<file path="src/rtl/clk_ctrl_pkg.sv">
// Shared types and constants for the clock-gate initiator.
package clk_ctrl_pkg;

    typedef enum logic [2:0] {
        StRun,
        StDrain,
        StGate,
        StSleep,
        StWake,
        StResume
    } ctrl_state_e;

    localparam int unsigned WC_INT = 0;
    localparam int unsigned WC_DBG = 1;
    localparam int unsigned CNT_W  = 16;

endpackage

</file>
<file path="src/rtl/ctrl_down_counter.sv">
// Loadable down-counter with a zero flag; it holds at zero rather than wrapping.
module ctrl_down_counter
    import clk_ctrl_pkg::*;
#(
    parameter int unsigned W = CNT_W
) (
    input  logic         aclk,
    input  logic         resetn,
    input  logic         load_i,
    input  logic [W-1:0] load_val_i,
    input  logic         dec_i,
    output logic         zero_o
);

    logic [W-1:0] cnt_q;

    always_ff @(posedge aclk) begin
        if (!resetn) begin
            cnt_q <= '0;
        end else if (load_i) begin
            cnt_q <= load_val_i;
        end else if (dec_i && (cnt_q != '0)) begin
            cnt_q <= cnt_q - 1'b1;
        end
    end

    assign zero_o = (cnt_q == '0);

endmodule

</file>
<file path="src/rtl/clock_gate_ctrl.sv">
// Initiator side of the core clock-gate handshake: drains the core on IDLE, pauses the
// gated clock via clear_clock_gate, waits for a wake source and resumes via set_clock_gate.
module clock_gate_ctrl
    import clk_ctrl_pkg::*;
#(
    parameter int unsigned INT_W      = 8,
    parameter int unsigned DRAIN_MAX  = 255,
    parameter int unsigned MIN_SLEEP  = 2,
    parameter int unsigned WAKE_DELAY = 3
) (
    input  logic             aclk,
    input  logic             resetn,
    input  logic             idle_req_i,
    input  logic             pipe_empty_i,
    input  logic             bus_idle_i,
    input  logic [INT_W-1:0] int_pending_i,
    input  logic [INT_W-1:0] int_enable_i,
    input  logic             debug_req_i,
    output logic             clear_clock_gate_o,
    output logic             set_clock_gate_o,
    output logic             sleeping_o,
    output logic             wake_valid_o,
    output logic [1:0]       wake_cause_o,
    output logic             idle_abort_o,
    output logic [31:0]      sleep_cycles_o
);

    ctrl_state_e state_q;
    logic        clear_q, set_q, sleeping_q, wake_valid_q, idle_abort_q;
    logic [1:0]  wake_cause_q, cause_q, pend_q;
    logic [31:0] sleep_cycles_q;

    logic             wk, drain_ready, cnt_zero, cnt_load, cnt_dec;
    logic [1:0]       cause, sleep_cause;
    logic [CNT_W-1:0] cnt_val;

    always_comb begin
        cause         = '0;
        cause[WC_INT] = |(int_pending_i & int_enable_i);
        cause[WC_DBG] = debug_req_i;
        wk            = |cause;
        drain_ready   = pipe_empty_i & bus_idle_i;
        // Early wake sources seen during the minimum sleep stay pending until it expires.
        sleep_cause   = cause | pend_q;
    end

    // One counter serves drain timeout, minimum sleep and wake delay; only one is live per state.
    always_comb begin
        cnt_load = 1'b0;
        cnt_dec  = 1'b0;
        cnt_val  = '0;
        unique case (state_q)
            StRun: begin
                cnt_load = idle_req_i;
                cnt_val  = CNT_W'(DRAIN_MAX);
            end
            StDrain:  cnt_dec = !wk && !drain_ready;
            StGate: begin
                cnt_load = 1'b1;
                cnt_val  = CNT_W'(MIN_SLEEP - 1);
            end
            StSleep:  cnt_dec = 1'b1;
            StWake: begin
                cnt_load = 1'b1;
                cnt_val  = CNT_W'(WAKE_DELAY - 1);
            end
            StResume: cnt_dec = 1'b1;
            default: begin
                cnt_load = 1'b0;
                cnt_dec  = 1'b0;
            end
        endcase
    end

    ctrl_down_counter #(
        .W (CNT_W)
    ) u_cnt (
        .aclk       (aclk),
        .resetn     (resetn),
        .load_i     (cnt_load),
        .load_val_i (cnt_val),
        .dec_i      (cnt_dec),
        .zero_o     (cnt_zero)
    );

    always_ff @(posedge aclk) begin
        if (!resetn) begin
            state_q        <= StRun;
            clear_q        <= 1'b0;
            set_q          <= 1'b0;
            sleeping_q     <= 1'b0;
            wake_valid_q   <= 1'b0;
            wake_cause_q   <= '0;
            idle_abort_q   <= 1'b0;
            sleep_cycles_q <= '0;
            cause_q        <= '0;
            pend_q         <= '0;
        end else begin
            wake_valid_q <= 1'b0;
            idle_abort_q <= 1'b0;
            set_q        <= 1'b0;
            unique case (state_q)
                StRun: begin
                    if (idle_req_i) state_q <= StDrain;
                end
                StDrain: begin
                    if (wk) begin
                        state_q      <= StRun;
                        wake_valid_q <= 1'b1;
                        wake_cause_q <= cause;
                    end else if (drain_ready) begin
                        state_q <= StGate;
                    end else if (cnt_zero) begin
                        state_q      <= StRun;
                        idle_abort_q <= 1'b1;
                        wake_valid_q <= 1'b1;
                        wake_cause_q <= '0;
                    end
                end
                StGate: begin
                    clear_q    <= 1'b1;
                    sleeping_q <= 1'b1;
                    pend_q     <= '0;
                    state_q    <= StSleep;
                end
                StSleep: begin
                    if (sleep_cycles_q != '1) sleep_cycles_q <= sleep_cycles_q + 32'd1;
                    pend_q <= sleep_cause;
                    if (cnt_zero && (|sleep_cause)) begin
                        cause_q <= sleep_cause;
                        state_q <= StWake;
                    end
                end
                StWake: begin
                    set_q   <= 1'b1;
                    clear_q <= 1'b0;
                    state_q <= StResume;
                end
                StResume: begin
                    if (cnt_zero) begin
                        wake_valid_q <= 1'b1;
                        wake_cause_q <= cause_q;
                        sleeping_q   <= 1'b0;
                        state_q      <= StRun;
                    end
                end
                default: state_q <= StRun;
            endcase
        end
    end

    assign clear_clock_gate_o = clear_q;
    assign set_clock_gate_o   = set_q;
    assign sleeping_o         = sleeping_q;
    assign wake_valid_o       = wake_valid_q;
    assign wake_cause_o       = wake_cause_q;
    assign idle_abort_o       = idle_abort_q;
    assign sleep_cycles_o     = sleep_cycles_q;

endmodule

</file>
<file path="config.mk">
export PLATFORM = sky130hd
export DESIGN_NAME = clock_gate_ctrl
export DESIGN_NICKNAME = d
export VERILOG_FILES = /design/src/rtl/clk_ctrl_pkg.sv /design/src/rtl/ctrl_down_counter.sv /design/src/rtl/clock_gate_ctrl.sv
export SDC_FILE = /design/constraint.sdc
export NUM_CORES = 1
export LEC_CHECK = 0
export ABC_AREA = 0
export BUFFER_PORTS_ARGS = -buffer_cell sky130_fd_sc_hd__buf_4
export CAP_MARGIN = 10
export CORE_MARGIN = 10
export CORE_UTILIZATION = 35
export DETAILED_ROUTE_END_ITERATION = 7
export PLACE_DENSITY = 0.66
export REMOVE_ABC_BUFFERS = 1
export SLEW_MARGIN = 20
export SYNTH_ARGS = -nofsm -noshare
export SYNTH_HDL_FRONTEND = slang
export SYNTH_SLANG_ARGS = --single-unit
</file>
<file path="constraint.sdc">
create_clock -name aclk -period 2.5 [get_ports aclk]
set_clock_uncertainty 0.05 [all_clocks]
set_input_delay 0 -clock aclk [delete_from_list [all_inputs] [get_ports aclk]]
set_output_delay 0 -clock aclk [all_outputs]
set_load 0.05 [all_outputs]
</file>
* Word level (Yosys, flattened, before mapping)
Cells that the tools add are included.
** Cells by class
- Add/sub/neg operators :: 2
- Multiply operators :: 0
- Divide/modulo/power cells :: 0
- Magnitude comparators :: 0
- Eq/ne operators :: 11
- Shift operators :: 0
- Multiplexer cells :: 25
- Bitwise logic cells :: 5
- Reductions and logical operators :: 24
** Operator list (count)
- $add 32x1->32 const B :: 1
- $mux 16 :: 2
- $ne 32x32->1 const B :: 1
- $pmux 8 s3 :: 1
- $pmux 3 s6 :: 1
- $logic_not 16->1 :: 1
- $reduce_bool 16->1 :: 1
- $sub 16x1->16 const B :: 1
- $mux 3 :: 5
- $reduce_or 11->1 :: 1
- $pmux 1 s2 :: 5
- $reduce_bool 2->1 :: 5
- $reduce_or 9->1 :: 1
- $and 8x8->8 :: 1
- $mux 2 :: 4
- $pmux 2 s2 :: 2
- $reduce_and 2->1 :: 4
- $reduce_or 8->1 :: 1
- $eq 3x2->1 const B :: 2
- $eq 3x3->1 const B :: 2
- $ne 2x2->1 const B :: 3
- $ne 3x3->1 const B :: 2
- $reduce_or 2->1 :: 3
- $mux 1 :: 5
- 8 further kinds :: 12
** Word-level totals
- Bits in registers :: 62
- Bits in latches :: 0
- Memory bits (writable) :: 0
- Bits in read-only memories :: 0
- Bits of input ports :: 22
- Output and inout bits :: 39
- Memories kept :: 0

* Depth between registers and ports, before layout
- Word-level depth :: 8
- Mapped depth :: 8
- Mapped depth without buffers :: 7

* Cells and area by module
From an unflattened synthesis, not the netlist that was laid out.
** Second synthesis, totals
- Cell total of the unflattened synthesis :: 414
- Area, all modules :: 3485.8 µm²
** By module, submodules not included
- clock_gate_ctrl :: times used 1, cells each 300, area an instance 2563.7 µm², seq. area each 920.9 µm²
- ctrl_down_counter :: times used 1, cells each 114, area an instance 922.1 µm², seq. area each 320.3 µm²

* Least setup slack after synthesis
No wires, ideal clock.
- Path kind :: register -> register
- Start :: register sleep_cycles_q[19], in the netlist sleep_cycles_o[19]
- End :: register sleep_cycles_q[23], in the netlist sleep_cycles_o[23]
- Data arrival time :: 2.407 ns
- Path slack :: -0.071 ns
- Cell stages (with the launch flop) :: 9
- Buffers on the path :: 3
- Period minus slack after synthesis :: 2.571 ns
- Cells stage by stage :: dfxtp_1 > nand4_1 > or4_1 > buf_2 > o31ai_2 > buf_4 > buf_6 > nor4_1 > o21a_1
** Between the ends
- Cells in the longest elaborated chain, start to end :: 2
** Ends and longest elaborated chain
- start, declared :: line clock_gate_ctrl.sv:31 : logic [31:0] sleep_cycles_q;
- start signal, assigned :: line clock_gate_ctrl.sv:127 : if (sleep_cycles_q != '1) sleep_cycles_q <= sleep_cycles_q + 32'd1;
- branches (longest 2 deep; another with $add 32x1->32)
Parallel ways; which one is timed is not known.
A chain may end at the register's enable or synchronous reset.

* Worst setup path after layout
- Start :: register u_cnt.cnt_q[0]
- End :: register state_q[0]
** Between the ends
- Cells in the longest elaborated chain, start to end :: 5
** Ends and longest elaborated chain
- start, declared :: line ctrl_down_counter.sv:15 : logic [W-1:0] cnt_q;
- start signal, assigned :: line ctrl_down_counter.sv:21 : cnt_q <= load_val_i;
- start signal, assigned :: line ctrl_down_counter.sv:23 : cnt_q <= cnt_q - 1'b1;
- $logic_not 16->1 (*) :: line ctrl_down_counter.sv:27 : assign zero_o = (cnt_q == '0);
- $mux 3 (3 in a row)
- $pmux 3 s6
- end signal, assigned :: line clock_gate_ctrl.sv:88 : state_q <= StRun;
- end signal, assigned :: line clock_gate_ctrl.sv:104 : if (idle_req_i) state_q <= StDrain;
- end signal, assigned :: line clock_gate_ctrl.sv:108 : state_q <= StRun;
- end, declared :: line clock_gate_ctrl.sv:28 : ctrl_state_e state_q;
Mark *: on every way between the ends. The rest lies on a longest branch, timed or not.

==> results_dict.tcl <==
set metrics [dict create \
    core_area_um2 9684 \
    synth.avg_cell_area_um2 8.192 \
    cts-htree-levels 3 \
    drc 0 \
    synth_top_area_cell "dfxtp_1" \
    rsz0062_at_grt "no" \
    final_max_slew_viol_count 0 \
    crit_path_max_incr_delay_ps 500 \
    vias_per_cell 5.581 \
    finalHoldViolCount 0 \
    setup_ws_ps 165.9 \
    slew_headroom 0.6463 \
    grt_pass1_vias 3355 \
    dp_hpwl_mm 6.802 \
    synth_cell_types 57 \
    grt_pass1_wl_mm 15.90 \
    finalWirelength_mm 9.288 \
    cp-end-kind "flip-flop" \
    synth.area.top_cells "dfxtp_1 36%, a21oi_1 6.1%, nand2_1 4.4%, or4_1 3.7%, or3_1 3.6%" \
    place.gp.congestion 0.8924 \
    reg2reg_depth 7 \
    antenna_found_initial 0 \
    max_cap_viol_count 0 \
    path_class "flip-flop to flip-flop" \
    period_minus_slack_ps 2334 \
    slowest_stage "nor4_4" \
    start_kind "flip-flop" \
    drt_iter0_drc 205 \
    cp_cell_sequence "inv_1, ha_1, inv_1, or3_1, nor4_4, a21oi_2, o311a_1" \
    syn_to_final_growth_pct 25.35 \
    design_area_um2 4313 \
    cts.sinks 62 \
    reg2reg_from "u_cnt.cnt_q[0]" \
    hp-start "int_enable_i[4]" \
    cts_buffers 9 \
    pwr-share-clk 0.379 \
    yosysWarningCount 0 \
    min_path_type "input port to flip-flop" \
    start_util 0.3553 \
    fin_cells 627 \
    die_y_um 119.2 \
    critPathBufInv 2 \
    syn-cell-area_um2 3441 \
    max_freq_mhz 428.4 \
    tightest_slew_ps 517.1 \
    grt_overflow 0 \
    swShare 0.2728 \
    synth_flop_cell "dfxtp_1" \
    synthArstFlopShare 0 \
    nNetsFinal 514 \
    dp_slack_ps 191.0 \
    drt-wirelength-per-cell_um 14.81 \
    layout-drive-gt1-share 0.2186 \
    dr.pass1.iters 4 \
    grt_max_degree 50 \
    path_delay_family "simple AND/OR/NAND/NOR gates" \
    worst-path-stages 7 \
    die_area_um2 14200 \
    synth_commonest_cells "62 x dfxtp_1, 42 x a21oi_1, 40 x nand2_1" \
    synth.most_common_cell "dfxtp_1" \
    grt.total_usage 0.1301 \
    endpoint "state_q[0]" \
    arrival_ps 2510 \
    cts_tree "yes" \
    root_buffer "clkbuf_8" \
    synth.top_cell.area_share 0.3607 \
    outcome "finished clean" \
    synthCells 420 \
    portBuffers 60 \
    power_switching_w 0.0006206 \
    path_max_fanout 9 \
    ant_nets 0 \
    finalCritPeriodShare 0.9336 \
    cp_common_cell "inv_1" \
    p_int_w 0.001655 \
    num_vias 3499 \
    seq_area_frac_synth 0.3607 \
    clock_latency_ps 340 \
    cp.required_ps 2670 \
    vdd_ir_drop_max_mv 0.2320 \
    p_per_area_nw_per_um2 527.6 \
    cts_setup_buffers 0 \
    cts_buffer_depth 2 \
    reg2reg_to "state_q[0]" \
    power_frac_comb 0.162 \
    clkSlewWorstSetupHoldPaths_ps 60 \
    p_leak_nw 1.624 \
    rrSetupSlack_ps 170 \
    ys_ff_latch 62 \
    pwr-share-seq 0.459 \
    place_inst 609 \
    die_w_um 119.2 \
    antenna_cells 0 \
    cp-startpoint "u_cnt.cnt_q[0]" \
    row_count 36 \
    finalSetupViolCount 0 \
    placed_cell_area_um2 4090 \
    io_pins 61 \
    synth_enable_flop_cells 0 \
]
==> through the flow <==
stage	setup TNS (ps)	total power [W]	hold WS [ps]	utilization
final	0	0.002275	154.8	0.4453
after global routing	0	0.002400	207.0	0.4453
after CTS	0	0.002310	137.7	0.4450
after detailed placement	0	0.001427	243.3	0.4224
after global placement	0	0.001424	233.3	0.4224
after floorplan	-5362	0.001297	67.50	-
==> cells in the final DEF, fill, tap and decap left out, types with 3 or more instances in the layout <==
| cell | n |
|---|---|
| o22ai_1 | 4 |
| nor2b_1 | 4 |
| nor4_1 | 8 |
| nand4_1 | 12 |
| o211ai_1 | 5 |
| nand2b_1 | 6 |
| or3_1 | 20 |
| nor3_1 | 10 |
| dfxtp_1 | 62 |
| or2_2 | 3 |
| a22oi_1 | 6 |
| or4_1 | 16 |
| nor2_1 | 21 |
| a21oi_1 | 42 |
| clkbuf_8 | 10 |
| nand3_1 | 19 |
| and4_1 | 5 |
| mux2i_1 | 11 |
| inv_1 | 12 |
| xor2_1 | 6 |
| dlygate4sd3_1 | 3 |
| buf_4 | 79 |
| o41ai_1 | 5 |
| o31ai_1 | 14 |
| and3_1 | 4 |
| nand2_1 | 40 |
| nor4_4 | 3 |
| o21ai_0 | 18 |
==> cell families after synthesis <==
| logic type | Yosys count | synth area share |
|---|---|---|
| compound gates | 120 | 0.2251 |
| xor+xnor | 8 | 0.02036 |
| mux | 11 | 0.03200 |
| simple gates | 182 | 0.3095 |
| fa+ha+maj | 2 | 0.007272 |
| buf+inv | 35 | 0.04509 |
| flops | 62 | 0.3607 |
==> power groups by stage <==
stage / Sequential (W) / Clock [W] / Combinational [W]
after floorplan: 0.00107 / 0 / 0.000223
after global placement: 0.00107 / 0 / 0.000358
after detailed placement: 0.00107 / 0 / 0.000361
after CTS: 0.00104 / 0.000899 / 0.000367
after global routing: 0.00105 / 0.000942 / 0.000408
final: 0.00104 / 0.000862 / 0.000368
==> routing by layer <==
metal / global-route usage / vias to the layer above / part of all wire
met5: 0 / - / 0
met4: 0.02901 / 0 / 0.0039
met3: 0.04440 / 4 / 0.061
met2: 0.2140 / 101 / 0.46
met1: 0.1603 / 1639 / 0.47
li1: - / 1755 / -
==> worst min-delay path: cells and delay by family <==
family                 cells  cell delay, ps
and+or+nand+nor            2             260
AOI/OAI and AO/OA          2             170
buffers and inverters      1              80
==> worst min path at each step <==
stage	slack, ps	depth (start not counted)	endpoint
global route	210	4	idle_abort_o
floorplan	70	1	state_q[1]
detailed placement	240	3	pend_q[1]
finish	150	5	pend_q[0]
global placement	230	3	pend_q[1]
CTS	140	5	pend_q[0]
==> state kept, by name (all words and copies together) (netlist names) <==
register	cells
sleep_cycles_o	32
u_cnt.cnt_q	16
state_q	3
cause_q	2
pend_q	2
wake_cause_o	2
clear_clock_gate_o	1
idle_abort_o	1
set_clock_gate_o	1
sleeping_o	1
wake_valid_o	1
==> area by class of cell <==
type,count,area (um^2)
fill,961,5371
tap,133,166.4
multi-input combinational,323,2048
inverter,12,45.04
clock buffer,11,141.4
clock inverter,4,47.55
sequential,62,1241
timing repair buffer,82,623.1
==> timing repair <==
action                                 CTS  global route
setup endpoints to repair                0             1
hold buffers                             3             0
endpoints found under the hold margin   15             0
resized for setup                        0             1
(Power assumes the default switching activity.)
